## src/rtl/clk_freq_meter.sv

```systemverilog
// clk_freq_meter: measures the period of i_clk in fpga_clk cycles and flags fast/slow/missing clocks.
// Optional CLK_MON_LOCK_EN adds LOCK_N parameter, locked port and good-period counter.
module clk_freq_meter #(
  parameter int from  = 100_000_000,
  parameter int to    = 1_000,
  parameter int TOL   = 1_000,
  parameter int CNT_W = 32
`ifdef CLK_MON_LOCK_EN
  , parameter int LOCK_N = 4
`endif
) (
  input  logic             fpga_clk,
  input  logic             reset,
  input  logic             i_clk,
  input  logic             en,
  output logic [CNT_W-1:0] period,
  output logic             period_valid,
  output logic             too_fast,
  output logic             too_slow,
  output logic             timeout
`ifdef CLK_MON_LOCK_EN
  , output logic           locked
`endif
);
  typedef enum logic [1:0] {IDLE, ARM, MEASURE} state_t;
  localparam int EXP = from / to;
  localparam logic [CNT_W-1:0] LIM = CNT_W'(2 * EXP);
  localparam logic [CNT_W-1:0] LO  = CNT_W'(EXP - TOL);
  localparam logic [CNT_W-1:0] HI  = CNT_W'(EXP + TOL);
  state_t state_q, state_d;
  logic [CNT_W-1:0] cnt_q, cnt_d, period_q, period_d;
  logic [2:0] sync_q, sync_d;
  logic valid_q, valid_d, fast_q, fast_d, slow_q, slow_d, tmo_q, tmo_d;
  logic rise, expire, meas;
  // sync_q[1:0] is the two-flop synchroniser, sync_q[2] the edge-history flop
  assign sync_d = {sync_q[1:0], i_clk};
  assign rise   = sync_q[1] & ~sync_q[2];
  assign meas   = en && state_q == MEASURE && rise;
  assign expire = en && state_q == MEASURE && !rise && cnt_q == LIM;
  always_ff @(posedge fpga_clk) begin
    if (reset) begin
      state_q  <= IDLE;
      cnt_q    <= '0;
      sync_q   <= '0;
      period_q <= '0;
      valid_q  <= 1'b0;
      fast_q   <= 1'b0;
      slow_q   <= 1'b0;
      tmo_q    <= 1'b0;
    end else begin
      state_q  <= state_d;
      cnt_q    <= cnt_d;
      sync_q   <= sync_d;
      period_q <= period_d;
      valid_q  <= valid_d;
      fast_q   <= fast_d;
      slow_q   <= slow_d;
      tmo_q    <= tmo_d;
    end
  end
  always_comb begin
    state_d = !en                ? IDLE :
              state_q == IDLE    ? ARM :
              state_q == ARM     ? (rise ? MEASURE : ARM) :
              expire             ? ARM : MEASURE;
    cnt_d   = (!en || state_q == IDLE || expire) ? '0 :
              rise                               ? CNT_W'(1) :
              state_q == MEASURE                 ? cnt_q + CNT_W'(1) : cnt_q;
  end
  // A rise coinciding with cnt==LIM is a valid measurement, so expire excludes rise
  always_comb begin
    valid_d  = meas;
    period_d = meas ? cnt_q : period_q;
    fast_d   = !en ? 1'b0 : meas ? cnt_q < LO : fast_q;
    slow_d   = !en ? 1'b0 : meas ? cnt_q > HI : slow_q;
    tmo_d    = !en ? 1'b0 : meas ? 1'b0 : expire ? 1'b1 : tmo_q;
  end
  assign period       = period_q;
  assign period_valid = valid_q;
  assign too_fast     = fast_q;
  assign too_slow     = slow_q;
  assign timeout      = tmo_q;
`ifdef CLK_MON_LOCK_EN
  localparam int LW = $clog2(LOCK_N + 1);
  logic [LW-1:0] good_q, good_d;
  logic lock_q, lock_d, good;
  assign good = meas && cnt_q >= LO && cnt_q <= HI;
  always_comb begin
    good_d = (!en || expire || (meas && !good)) ? '0 :
             (good && good_q != LW'(LOCK_N))    ? good_q + LW'(1) : good_q;
    lock_d = good_d == LW'(LOCK_N);
  end
  always_ff @(posedge fpga_clk) begin
    if (reset) begin
      good_q <= '0;
      lock_q <= 1'b0;
    end else begin
      good_q <= good_d;
      lock_q <= lock_d;
    end
  end
  assign locked = lock_q;
`endif
endmodule

```

## config.mk

```make
export PLATFORM = sky130hd
export DESIGN_NAME = clk_freq_meter
export DESIGN_NICKNAME = d
export VERILOG_FILES = /design/src/rtl/clk_freq_meter.sv
export SDC_FILE = /design/constraint.sdc
export NUM_CORES = 1
export LEC_CHECK = 0
export CAP_MARGIN = 10
export CORE_MARGIN = 8
export CORE_UTILIZATION = 48
export DETAILED_ROUTE_END_ITERATION = 6
export PLACE_DENSITY = 0.69
export REMOVE_ABC_BUFFERS = 1
export SYNTH_ARGS = -nofsm -noshare
export SYNTH_HDL_FRONTEND = slang
export SYNTH_SLANG_ARGS = --single-unit
```

## constraint.sdc

```tcl
create_clock -name fpga_clk -period 2.5 [get_ports fpga_clk]
set_clock_uncertainty 0.15 [all_clocks]
set_input_delay 0.625 -clock fpga_clk [delete_from_list [all_inputs] [get_ports fpga_clk]]
set_output_delay 0.625 -clock fpga_clk [all_outputs]
set_load 0.01 [all_outputs]
```

==> metrics.yaml <==
place:
  gp_routability_congestion: 0.853
  placement.setup.worst_slack_ns: 0.119
  place.port_buffers: 39
  hpwl_mm: 4.76
  place_area_mm2: 0.00362
clock_network:
  clockRootBuffer: "sky130_fd_sc_hd__clkbuf_8"
  hold_buffers: 0
  post_cts.repair.setup_buffers: 0
  clk_pin_slew_worst_paths_ns: 0.07
  cts_repair_resize_count: 0
  numClockSinks: 73
  clock_tree.buffer_depth: 2
  htreeDepth: 3
  tritoncts: "built"
  clkLatencyLatePin_ns: 0.34
  cts_made_buffers: 9
grt:
  gr-usage-all-layers_pct: 14.7
  grt_antenna_before_repair: 0
  pin_count_of_the_biggest_net_entering_global_routing: 39
  global_route_wire_length_before_repair_mm: 11.8
  vias_in_the_first_global_route: 2496
  grt-ovfl-total: 0
setup_path:
  setup.worst_path.start_class: "register"
  worstPathMaxFanout: 9
  critPathLaunch: "cnt_q[8]"
  worst-r2r-setup-slack_ns: 0.45
  endpoint_kind: "register"
  worstPathArrival_ns: 2.14
  crit_end: "cnt_q[31]"
  critical_path_required_ns: 2.59
  critPathKind: "reg -> reg"
  worstReg2RegEnd: "cnt_q[31]"
  timing.rr.start: "cnt_q[8]"
  reg2regPathDepth: 5
drt:
  routed-via-count: 2624
  route.detailed.wl_per_inst_um: 13.5
  detail_routed_via_count_per_cell: 5.25
  drt_iter0_drc: 131
  remaining_drc_errors: 0
  totalWireLength_mm: 6.74
  antenna_left: 0
  drtPass1Iterations: 4
sta:
  max_clock_freq_mhz: 489
  final_max_slew_viols: 0
  final.period_utilization_pct: 81.8
  final_critical_delay_including_setup_and_external_delays_ns: 2.05
  final_critical_path_setup_slack_ns: 0.454
  setup_violations: 0
  maxSlewHeadroom_pct: 65.4
  tightest_slew_ns: 0.519
  timing_hold_violations_final: 0
  final.setup.tns_ns: 0
  rsz0062_at_grt: "false"
floorplan:
  die_w_um: 96.9
  floorplan.io_pins: 40
  die_area_mm2: 0.00938
  fp.dieH_um: 96.9
  placement_rows: 29
  initial_utilization_pct: 49.4
  design.core.area_mm2: 0.00635
finish:
  drive_above_1_share_pct: 9.46
  final_core_occ_pct: 60.6
  final_nets: 424
  area_of_all_placed_cells_without_fillers_mm2: 0.00384
  insertedDiodeCount: 0
  n_fill_cell: 579
  area.growth.synth_to_final_pct: 22.5
power:
  share_comb_of_total_power_pct: 1.5
  internal_power_mw: 1.79
  p_sw_mw: 0.440
  p_leak_nw: 1.21
  sw_frac_of_total_pct: 19.7
  share_seq_of_total_power_pct: 52.3
  pwr_cell_area_mw_per_mm2: 580
  ir_worst_vdd_uv: 449
  p_clk_share_pct: 46.2
hold_path:
  worstHoldPathType: "reg -> reg"
synth:
  yosys.area.top_type: "sky130_fd_sc_hd__dfxtp_1"
  yosys.cell_count.top_type: "sky130_fd_sc_hd__nand2_1"
  leading_cell_types_by_total_area_after_synthesis: "sky130_fd_sc_hd__dfxtp_1 (47%), sky130_fd_sc_hd__nand2_1 (9.1%), sky130_fd_sc_hd__xnor2_1 (7.0%)"
  post_synth.cell_area_avg_um2: 8.17
  synth_area_mm2: 0.00314
  yosys.area.top_type_share_pct: 46.6
  synth.ff_latch_count: 73
  synth_cell_types: 38
  synth_flop_type: "sky130_fd_sc_hd__dfxtp_1"
  post_synth_most_frequent_cells: "sky130_fd_sc_hd__nand2_1 (76), sky130_fd_sc_hd__dfxtp_1 (73), sky130_fd_sc_hd__nor2_1 (44)"
  seq_area_frac_synth_pct: 46.6
  synth_edf_count: 0
  synth.yosys.warnings: 0
  netlist_instances: 384
  async_flop_share_pct: 0
outcome:
  run_status: "finished, final reports clean"
run:
  cap_viol_max_count: 0
==> critical path, cell delays in order, from the launching register on <==
cell and delay, ns:
sky130_fd_sc_hd__dfxtp_1 0.53, sky130_fd_sc_hd__nand4_4 0.18, sky130_fd_sc_hd__or4_4 0.61, sky130_fd_sc_hd__nor4_4 0.28, sky130_fd_sc_hd__xnor2_1 0.16, sky130_fd_sc_hd__nor2_2 0.04
==> state kept, by name (all words and copies together) (netlist names) <==
register      count
cnt_q            32
period           32
period_valid      1
state_q           2
sync_q            3
timeout           1
too_fast          1
too_slow          1
==> kinds of logic after synthesis <==
group                    Yosys count  share of synthesized area (%)
adder cells (fa/ha/maj)            2                          0.797
buffers and inverters             36                           4.90
AND/OR/NAND/NOR                  197                           31.6
AO/OA/AOI/OAI                     46                           7.74
XOR/XNOR                          30                           8.37
flip-flops                        73                           46.6
==> power groups by stage <==
stage / logic (mW) / clock network, mW / registers, mW
floorplan: 0.00927 / 0 / 1.19
global placement: 0.0334 / 0 / 1.19
detailed placement: 0.0336 / 0 / 1.19
CTS: 0.0338 / 1.05 / 1.17
global route: 0.0366 / 1.11 / 1.17
finish: 0.0331 / 1.03 / 1.17
==> through the flow <==
step,hold slack [ns],power (mW),cells
after floorplan,0.264,1.20,356
after global placement,0.277,1.23,484
after detailed placement,0.294,1.23,484
after CTS,0.303,2.25,500
after global routing,0.320,2.32,500
final,0.298,2.23,500
==> routing by layer <==
metal	global-route usage, %	vias up	wire length [µm]
li1	-	1345	-
met1	18.4	1215	3260
met2	23.0	49	3070
met3	4.13	15	281
met4	6.27	0	131
met5	0	-	0
==> layout by cell type (no fill, tap or decap), types with 3 or more instances in the layout <==
cell type                         Yosys  final
sky130_fd_sc_hd__nand2_1             76     76
sky130_fd_sc_hd__dfxtp_1             73     73
sky130_fd_sc_hd__nor2_1              44     44
sky130_fd_sc_hd__a21oi_1             39     39
sky130_fd_sc_hd__clkdlybuf4s50_1      0     39
sky130_fd_sc_hd__xnor2_1             25     25
sky130_fd_sc_hd__nor3_1              13     13
sky130_fd_sc_hd__nand3_1             12     12
sky130_fd_sc_hd__clkbuf_8             0     11
sky130_fd_sc_hd__buf_4                0     10
sky130_fd_sc_hd__inv_1                8      8
sky130_fd_sc_hd__nand4_1              8      8
sky130_fd_sc_hd__nor4_1               7      7
sky130_fd_sc_hd__nor2b_1              6      6
sky130_fd_sc_hd__xor2_1               5      5
sky130_fd_sc_hd__and4_1               4      4
sky130_fd_sc_hd__nor3_2               4      4
sky130_fd_sc_hd__and3_1               3      3
sky130_fd_sc_hd__o21ai_0              3      3
==> cell type report <==
class / count / area, µm² / share of cell area (%)
tap: 77 / 96.3 / 2.51
multi-input combinational: 275 / 1520 / 39.6
clock buffer: 11 / 151 / 3.94
inverter: 8 / 30.0 / 0.781
clock inverter: 5 / 77.6 / 2.02
timing repair buffer: 51 / 505 / 13.1
sequential: 73 / 1460 / 38.0
==> worst min-delay path by stage <==
stage | start | endpoint | slack [ns] | cells after the start
global route | sync_q[0] | sync_q[1] | 0.32 | 1
detailed placement | sync_q[0] | sync_q[1] | 0.29 | 1
CTS | sync_q[0] | sync_q[1] | 0.30 | 1
floorplan | sync_q[0] | sync_q[1] | 0.26 | 1
global placement | sync_q[0] | sync_q[1] | 0.28 | 1
finish | sync_q[0] | sync_q[1] | 0.30 | 1
No activity file was read; power rests on OpenSTA's default activity.
